File: src/rtl/gpio_serial_loader.sv
// gpio_serial_loader: shifts per-pad GPIO configuration words into the two
// user-area serial configuration chains after a single xfer_start pulse.
// Pads go out highest index first, each word MSB first, so after the load
// strobe pad 0 ends up in the pad nearest the chain head.
// Optional feature macro: GPIO_LOADER_BITBANG_EN. When defined, bitbang_en
// routes the bb_* inputs straight (registered) onto the serial_* pins and
// aborts any transfer in flight. When undefined, bitbang_en and bb_* are
// ignored.
module gpio_serial_loader #(
    parameter int NUM_PADS = 19,
    parameter int WORD_W   = 13,
    parameter int CLK_DIV  = 2
) (
    input  logic                        wb_clk_i,
    input  logic                        wb_rst_i,
    input  logic                        xfer_start,
    output logic                        busy,
    output logic                        done,
    output logic [$clog2(NUM_PADS)-1:0] cfg_idx,
    input  logic [WORD_W-1:0]           cfg1_word,
    input  logic [WORD_W-1:0]           cfg2_word,
    input  logic                        bitbang_en,
    input  logic                        bb_clock,
    input  logic                        bb_load,
    input  logic                        bb_resetn,
    input  logic                        bb_data1,
    input  logic                        bb_data2,
    output logic                        serial_clock,
    output logic                        serial_load,
    output logic                        serial_resetn,
    output logic                        serial_data_1,
    output logic                        serial_data_2
);

    localparam int IDX_W = $clog2(NUM_PADS);
    localparam int BIT_W = (WORD_W > 1) ? $clog2(WORD_W) : 1;
    localparam int DIV_W = (CLK_DIV > 1) ? $clog2(CLK_DIV) : 1;

    localparam logic [DIV_W-1:0] DIV_LAST = DIV_W'(CLK_DIV - 1);
    localparam logic [BIT_W-1:0] BIT_TOP  = BIT_W'(WORD_W - 1);
    localparam logic [IDX_W-1:0] IDX_TOP  = IDX_W'(NUM_PADS - 1);

    typedef enum logic [2:0] {
        IDLE,
        FETCH,
        SHIFT_LO,
        SHIFT_HI,
        LOAD,
        DONE
    } state_t;

    state_t            state;
    state_t            next_state;
    logic [DIV_W-1:0]  div_cnt;
    logic [BIT_W-1:0]  bit_cnt;
    logic [WORD_W-1:0] shift1;
    logic [WORD_W-1:0] shift2;
    logic              div_last;
    logic              bb_active;

`ifdef GPIO_LOADER_BITBANG_EN
    assign bb_active = bitbang_en;
`else
    // Bypass is compiled out; bitbang_en is kept on the port list only.
    logic unused_bitbang_en;
    assign unused_bitbang_en = bitbang_en;
    assign bb_active = 1'b0;
`endif

    assign div_last = (div_cnt == DIV_LAST);

    // State register.
    always_ff @(posedge wb_clk_i or posedge wb_rst_i) begin
        if (wb_rst_i) state <= IDLE;
        else          state <= next_state;
    end

    // Next-state logic; bypass select forces the sequencer back to idle.
    always_comb begin
        next_state = state;
        case (state)
            IDLE:     if (xfer_start && !bb_active) next_state = FETCH;
            FETCH:    next_state = SHIFT_LO;
            SHIFT_LO: if (div_last) next_state = SHIFT_HI;
            SHIFT_HI: begin
                if (div_last) begin
                    if (bit_cnt != '0)      next_state = SHIFT_LO;
                    else if (cfg_idx != '0) next_state = FETCH;
                    else                    next_state = LOAD;
                end
            end
            LOAD:     if (div_last) next_state = DONE;
            DONE:     next_state = IDLE;
            default:  next_state = IDLE;
        endcase
        if (bb_active && state != IDLE) next_state = IDLE;
    end

    // Half-period divider, bit counter, word shift registers and pad index.
    always_ff @(posedge wb_clk_i or posedge wb_rst_i) begin
        if (wb_rst_i) begin
            div_cnt <= '0;
            bit_cnt <= '0;
            shift1  <= '0;
            shift2  <= '0;
            cfg_idx <= '0;
        end else begin
            // Divider restarts on every state change so each phase is CLK_DIV long.
            if (state != next_state || state == IDLE) div_cnt <= '0;
            else                                      div_cnt <= div_cnt + 1'b1;

            if (state == FETCH) begin
                shift1  <= cfg1_word;
                shift2  <= cfg2_word;
                bit_cnt <= BIT_TOP;
            end else if (state == SHIFT_HI && next_state == SHIFT_LO) begin
                shift1  <= shift1 << 1;
                shift2  <= shift2 << 1;
                bit_cnt <= bit_cnt - 1'b1;
            end

            if (state == IDLE && next_state == FETCH)
                cfg_idx <= IDX_TOP;
            else if (state == SHIFT_HI && next_state == FETCH)
                cfg_idx <= cfg_idx - 1'b1;
        end
    end

    // Registered pin drive and status; data only moves while serial_clock is low.
    always_ff @(posedge wb_clk_i or posedge wb_rst_i) begin
        if (wb_rst_i) begin
            serial_clock  <= 1'b0;
            serial_load   <= 1'b0;
            serial_resetn <= 1'b0;
            serial_data_1 <= 1'b0;
            serial_data_2 <= 1'b0;
            busy          <= 1'b0;
            done          <= 1'b0;
        end else begin
            if (bb_active) begin
                serial_clock  <= bb_clock;
                serial_load   <= bb_load;
                serial_resetn <= bb_resetn;
                serial_data_1 <= bb_data1;
                serial_data_2 <= bb_data2;
            end else begin
                serial_clock  <= (state == SHIFT_HI);
                serial_load   <= (state == LOAD);
                serial_resetn <= 1'b1;
                if (state == SHIFT_LO) begin
                    serial_data_1 <= shift1[WORD_W-1];
                    serial_data_2 <= shift2[WORD_W-1];
                end
            end
            busy <= (next_state != IDLE);
            done <= (state == DONE) && !bb_active;
        end
    end

endmodule

File: config.mk
export PLATFORM = sky130hd
export DESIGN_NAME = gpio_serial_loader
export DESIGN_NICKNAME = d
export VERILOG_FILES = /design/src/rtl/gpio_serial_loader.sv
export SDC_FILE = /design/constraint.sdc
export NUM_CORES = 1
export LEC_CHECK = 0
export BUFFER_PORTS_ARGS = -buffer_cell sky130_fd_sc_hd__buf_4
export CORE_MARGIN = 8
export CORE_UTILIZATION = 36
export CTS_CLUSTER_DIAMETER = 30
export DETAILED_ROUTE_END_ITERATION = 8
export SYNTH_ARGS = -nofsm -noshare
export SYNTH_HDL_FRONTEND = slang
export SYNTH_SLANG_ARGS = --single-unit
File: constraint.sdc
create_clock -name wb_clk_i -period 2.4 [get_ports wb_clk_i]
set_input_delay 0.24 -clock wb_clk_i [delete_from_list [all_inputs] [get_ports wb_clk_i]]
set_output_delay 0.24 -clock wb_clk_i [all_outputs]
set_load 0.1 [all_outputs]
**Word level (Yosys, flattened, before mapping)**

Cells that the tools add are included.

- Register bits after elaboration: 46
- Bits of input ports: 35
- Output and inout bits: 12
- Logic and storage cells: 50

- Add/subtract/negate cells: 3
- Equal/unequal tests: 8
- Muxes and demuxes: 16
- Reduce and logical (&&, ||, !) cells: 10

Operator list:

| kind | count |
|---|---|
| 13-bit 2-to-1 mux | 4 |
| 3-bit 2-to-1 mux | 6 |
| 3-bit one-hot mux with 5 select lines | 1 |
| 5-bit 2-to-1 mux | 2 |
| 3-bit by 2-bit == test with 1-bit output, second input constant | 3 |
| 4-bit 2-to-1 mux | 2 |
| 3-bit by 1-bit == test with 1-bit output, second input constant | 2 |
| 3-bit == test, second input constant | 2 |
| 5-bit nonzero test | 1 |
| 5-bit by 1-bit subtractor with 5-bit output, second input constant | 1 |
| 2-bit nonzero test | 2 |
| 4-bit nonzero test | 1 |
| 4-bit by 1-bit subtractor with 4-bit output, second input constant | 1 |
| 1-bit logical AND | 3 |
| 3-bit logical NOT | 1 |
| 3-bit inequality test | 1 |
| 3-bit nonzero test | 1 |
| 1-bit adder, second input constant | 1 |
| 1-bit logical OR | 1 |
| 1-bit 2-to-1 mux | 1 |

**Depth between registers and ports, before layout**

- Depth in word-level cells: 9
- Gate-level depth with buffers: 8
- Depth with buffers taken out: 6

**Worst setup path before layout**

No wires, ideal clock.

- Path kind: reg-to-reg
- Start: reg cfg_idx[0]
- End: reg cfg_idx[4]
- Library setup time: 0.132 ns
- Arrival time: 2.133 ns
- Required time: 2.268 ns
- Slack: 0.136 ns
- Cell stages (with the launch flop): 7
- Buffers on the path: 0
- Period minus slack after synthesis: 2.264 ns
- Cells stage by stage: dfrtp_1 -> inv_1 -> ha_1 -> or4b_4 -> nand4_2 -> o21ai_0 -> or3b_1

- Cells in the longest elaborated chain, start to end: 8
- Elaborated cells on any way between the ends: 12
- Classes of those cells: add/sub (1); eq/ne (1); mux (6); reduce/logical (4)

RTL lines:

| item | line | RTL |
|---|---|---|
| from (decl) | 19 | `output logic [$clog2(NUM_PADS)-1:0] cfg_idx,` |
| from (signal assigned) | 125 | `cfg_idx <= cfg_idx - 1'b1;` |
| 5-bit nonzero test | 88 | `else if (cfg_idx != '0) next_state = FETCH;` |
| 3-bit 2-to-1 mux | 88 |  |
| 3-bit 2-to-1 mux | 87 | `if (bit_cnt != '0) next_state = SHIFT_LO;` |
| 3-bit 2-to-1 mux | 86 | `if (div_last) begin` |
| 3-bit one-hot mux with 5 select lines | 81 | `case (state)` |
| 3-bit by 1-bit == test with 1-bit output | 122, 124 |  |
| 1-bit logical AND (on tied branches) | 122, 124 |  |
| 5-bit 2-to-1 mux / 2-bit nonzero test (equally long branches) | -- |  |

Parallel ways exist; a longest one is shown, timed or not. The select of a mux whose other input is x is not followed.
A chain may end at the register's enable or synchronous reset.

**Worst setup path in the final report**

- Start: reg bit_cnt[0]
- End: reg shift2[10]

- Cells in the longest elaborated chain, start to end: 7

RTL lines:

| item | line | RTL |
|---|---|---|
| from (decl) | 55 | `logic [BIT_W-1:0] bit_cnt;` |
| from (signal assigned) | 119 | `bit_cnt <= bit_cnt - 1'b1;` |
| 4-bit nonzero test | 87 |  |
| 3-bit 2-to-1 mux | 87 |  |
| 3-bit 2-to-1 mux | 86 |  |
| 3-bit one-hot mux with 5 select lines | 81 |  |
| 3-bit by 2-bit == test with 1-bit output | 116 | `end else if (state == SHIFT_HI && next_state == SHIFT_LO) begin` |
| 1-bit logical AND | 116 |  |
| 2-bit nonzero test (no line) | -- |  |
| to (signal assigned) | 114 | `shift2 <= cfg2_word;` |
| to (signal assigned) | 118 | `shift2 <= shift2 << 1;` |
| to (decl) | 57 | `logic [WORD_W-1:0] shift2;` |

Every way passes these cells.

==> results.toml <==
[outcome]
outcome = "complete, no violations"

[critical_path]
r2r-end = "shift2[10]"
worstSetupPathType = "register to register"
cp_cell_sequence = "inv_1 > ha_1 > or3b_1 > and2_1 > buf_12 > a22oi_1 > nand2_1"
slowest_delay_ps = 440
reg2reg_slack_ps = 260
rr_startpoint = "bit_cnt[0]"
worstPathMaxFanout = 20
critical_path_required_ps = 2580
critPathArrivalTime_ps = 2320
cp-start-kind = "register"
endpoint_kind = "register"
cp_slowest_cell = "and2_1"
worstRegToRegCells = 7

[cells_and_area]
final_cell_mix = "nand2_1, dfrtp_1, buf_4, a22oi_1, o21ai_0"
regArea_mm2 = 0.00115
diodes = 0
multiInputGateArea_um2 = 837
drive_above_1_share_pct = 26.3
area_growth_pct = 23.4
fillerInstances = 582
mostFrequentLayoutCell = "nand2_1"
nets = 282

[floorplan]
fp.dieH_um = 92.0
initial_core_util_pct = 37.5
core_mm2 = 0.00554
die_x_um = 92.0
ioPinCount = 47
die_area_mm2 = 0.00846
rows = 27

[cts]
numClockSinks = 46
cts_tree = "built"
root_buffer = "clkbuf_8"
cts_buffer_depth = 2
cts.clk_slew.worst_paths_ps = 80
worstSkewPairLatency_ps = 300
h-tree-depth = 2
cts_buffers = 5

[hold_path]
min_to = "shift2[12]"
hold_path.class = "primary input to register"
min-delay-start = "cfg2_word[12]"
hold_path_depth = 3

[logic_synthesis]
synthTopCellsByArea = "dfrtp_1, nand2_1, a22oi_1"
seq_area_frac_synth_pct = 55.4
syn_area_mm2 = 0.00208
synth_top_area_share_pct = 55.4
synth-seq-cells = 46
synthMuxAreaShare_pct = 4.04
synth_fa_ha_area_share_pct = 1.81
ys_warn_count = 0
syn_nets = 239
synth_cells = 201
yosys.area_share.simple_pct = 20.1
yosysUniqueCellTypes = 41
synth_xor_xnor_area_share_pct = 1.27
synth_compound_area_share_pct = 12.5
synth_area_leader_cell = "dfrtp_1"
synth_top_family_by_area = "simple AND/OR/NAND/NOR gates"
syn_area_per_cell_um2 = 10.3

[power]
peakVddDrop_mv = 0.622
p_leak_uw = 0.00128
p_clk_share_pct = 15.5
p_sw_uw = 1290
powerDensity_mw_per_mm2 = 1170
pwr-share-comb_pct = 43.2
p_int_uw = 1690
p_sw_share_pct = 43.3
seq_power_share_pct = 41.3

[placed_design]
hpwl_mm = 3.18
numPortBuffers = 40
place_ws_ps = 261
place_congestion = 0.807

[detailed_routing]
drt-total-wl_mm = 4.47
drt_iter0_markers = 102
drc = 0
num_vias = 1572
wl_per_cell_um = 14.2
first_pass_iters = 4
detail-route-antenna-nets = 0
avgViaCountPerCell = 4.99

[timing]
setup_viol = 0
slew_headroom_pct = 42.7
rsz0062_at_grt = "false"
period_needed_ps = 2140
tightest_slew_ps = 860
finalWorstSetupSlack_ps = 258
fin_crit_sh_pct = 89.2
slew_viol_final = 0
tns_ps = 0
fmax_mhz = 467
fin_skew_ps = 7.70
hold_viol_final = 0

[global_route]
grt_max_degree = 32
grtUsageTotal_pct = 11.3
antenna_found_initial = 0
grt_pass1_vias = 1640
grt-ovfl-total = 0
grt_first_pass_wirelength_mm = 7.80

[flow_run]
cap_violations = 0
per-stage QoR:
stage	util, %	power [µW]	std cells	cell area, µm²	hold slack, ps
floorplan	-	2200	201	2080	357
global placement	44.6	2530	308	2470	291
detailed placement	44.6	2550	308	2470	289
CTS	46.3	3020	315	2560	149
global route	46.3	3200	315	2560	145
finish	46.3	2990	315	2560	146
synthesized netlist by cell type, drive strengths merged:
library cell  instances
and3b                 1
buf                  11
o21ai                 8
nor3                  5
a22o                  1
nand2                52
a41oi                 1
a311oi                1
or3b                  2
nand3b                1
or2                   1
and4bb                1
nand2b                1
a21oi                 3
clkbuf                1
nor2                  5
dfrtp                46
conb                  1
and4b                 1
a22oi                21
and2                  1
or4                   1
nand4                 2
and3                  2
mux2                  3
or4b                  1
nor3b                 2
nand3                 1
inv                   7
nor4b                 2
or3                   1
xnor2                 1
ha                    3
mux2i                 5
a31oi                 1
a211oi                2
xor2                  2
sequential cells by signal (all words and copies together) (netlist names):
signal / cells
bit_cnt: 4
div_cnt: 1
serial_clock: 1
busy: 1
done: 1
shift2: 13
shift1: 13
serial_data_1: 1
cfg_idx: 5
serial_data_2: 1
serial_resetn: 1
state: 3
serial_load: 1
worst max-delay path, delay by kind of cell, from the launching register on:
family,cells,cell delay (ps)
AND/OR/NAND/NOR,3,930
flip-flops,1,400
buffers and inverters,2,350
adder cells (fa/ha/maj),1,190
AO/OA/AOI/OAI,1,150
per-layer routing:
metal / GRT usage [%] / vias to the layer above / wire length, µm
li1: - / 782 / -
met1: 14.2 / 755 / 2100
met2: 17.3 / 30 / 2060
met3: 3.59 / 5 / 230
met4: 4.83 / 0 / 81
met5: 0 / - / 0
layout make-up:
type	instances	area share [%]
well taps	72	3.52
repair buffers	48	14.6
multi-input cells	136	32.7
flip-flops and latches	46	44.9
inverters	7	1.03
clock buffers	6	3.22
kinds of logic (layout without fill, tap and decap cells):
| kind of cell | after synthesis | after routing |
|---|---|---|
| XOR/XNOR | 3 | 3 |
| multiplexers | 8 | 8 |
| flip-flops | 46 | 46 |
| AO/OA/AOI/OAI | 38 | 38 |
| adder cells (fa/ha/maj) | 3 | 3 |
| buffers and inverters | 19 | 61 |
| other | 1 | 1 |
| AND/OR/NAND/NOR | 83 | 83 |
repair_timing:
| action | 4_1_cts | 5_1_grt |
|---|---|---|
| hold buffers | 1 | 0 |
| gates resized for setup | 0 | 0 |
| buffers inserted | 0 | 0 |
| endpoints found under the hold margin | 20 | 0 |
power groups by stage:
stage	combinational [µW]	sequential, µW	clock [µW]
after floorplan	623	1580	0
after global placement	1280	1240	0
after detailed placement	1300	1250	0
after CTS	1300	1240	476
after global routing	1410	1280	510
final	1290	1230	462
worst max path at each step:
stage / start / endpoint / slack [ps] / cells past startpoint
global placement: bit_cnt[0] / shift2[10] / 280 / 7
CTS: bit_cnt[0] / shift2[10] / 260 / 7
finish: bit_cnt[0] / shift2[10] / 260 / 7
global route: bit_cnt[0] / shift1[2] / 120 / 7
floorplan: cfg_idx[0] / cfg_idx[4] / 140 / 6
detailed placement: bit_cnt[0] / shift2[10] / 260 / 7
Note: power is estimated with default switching activity, not from simulation.
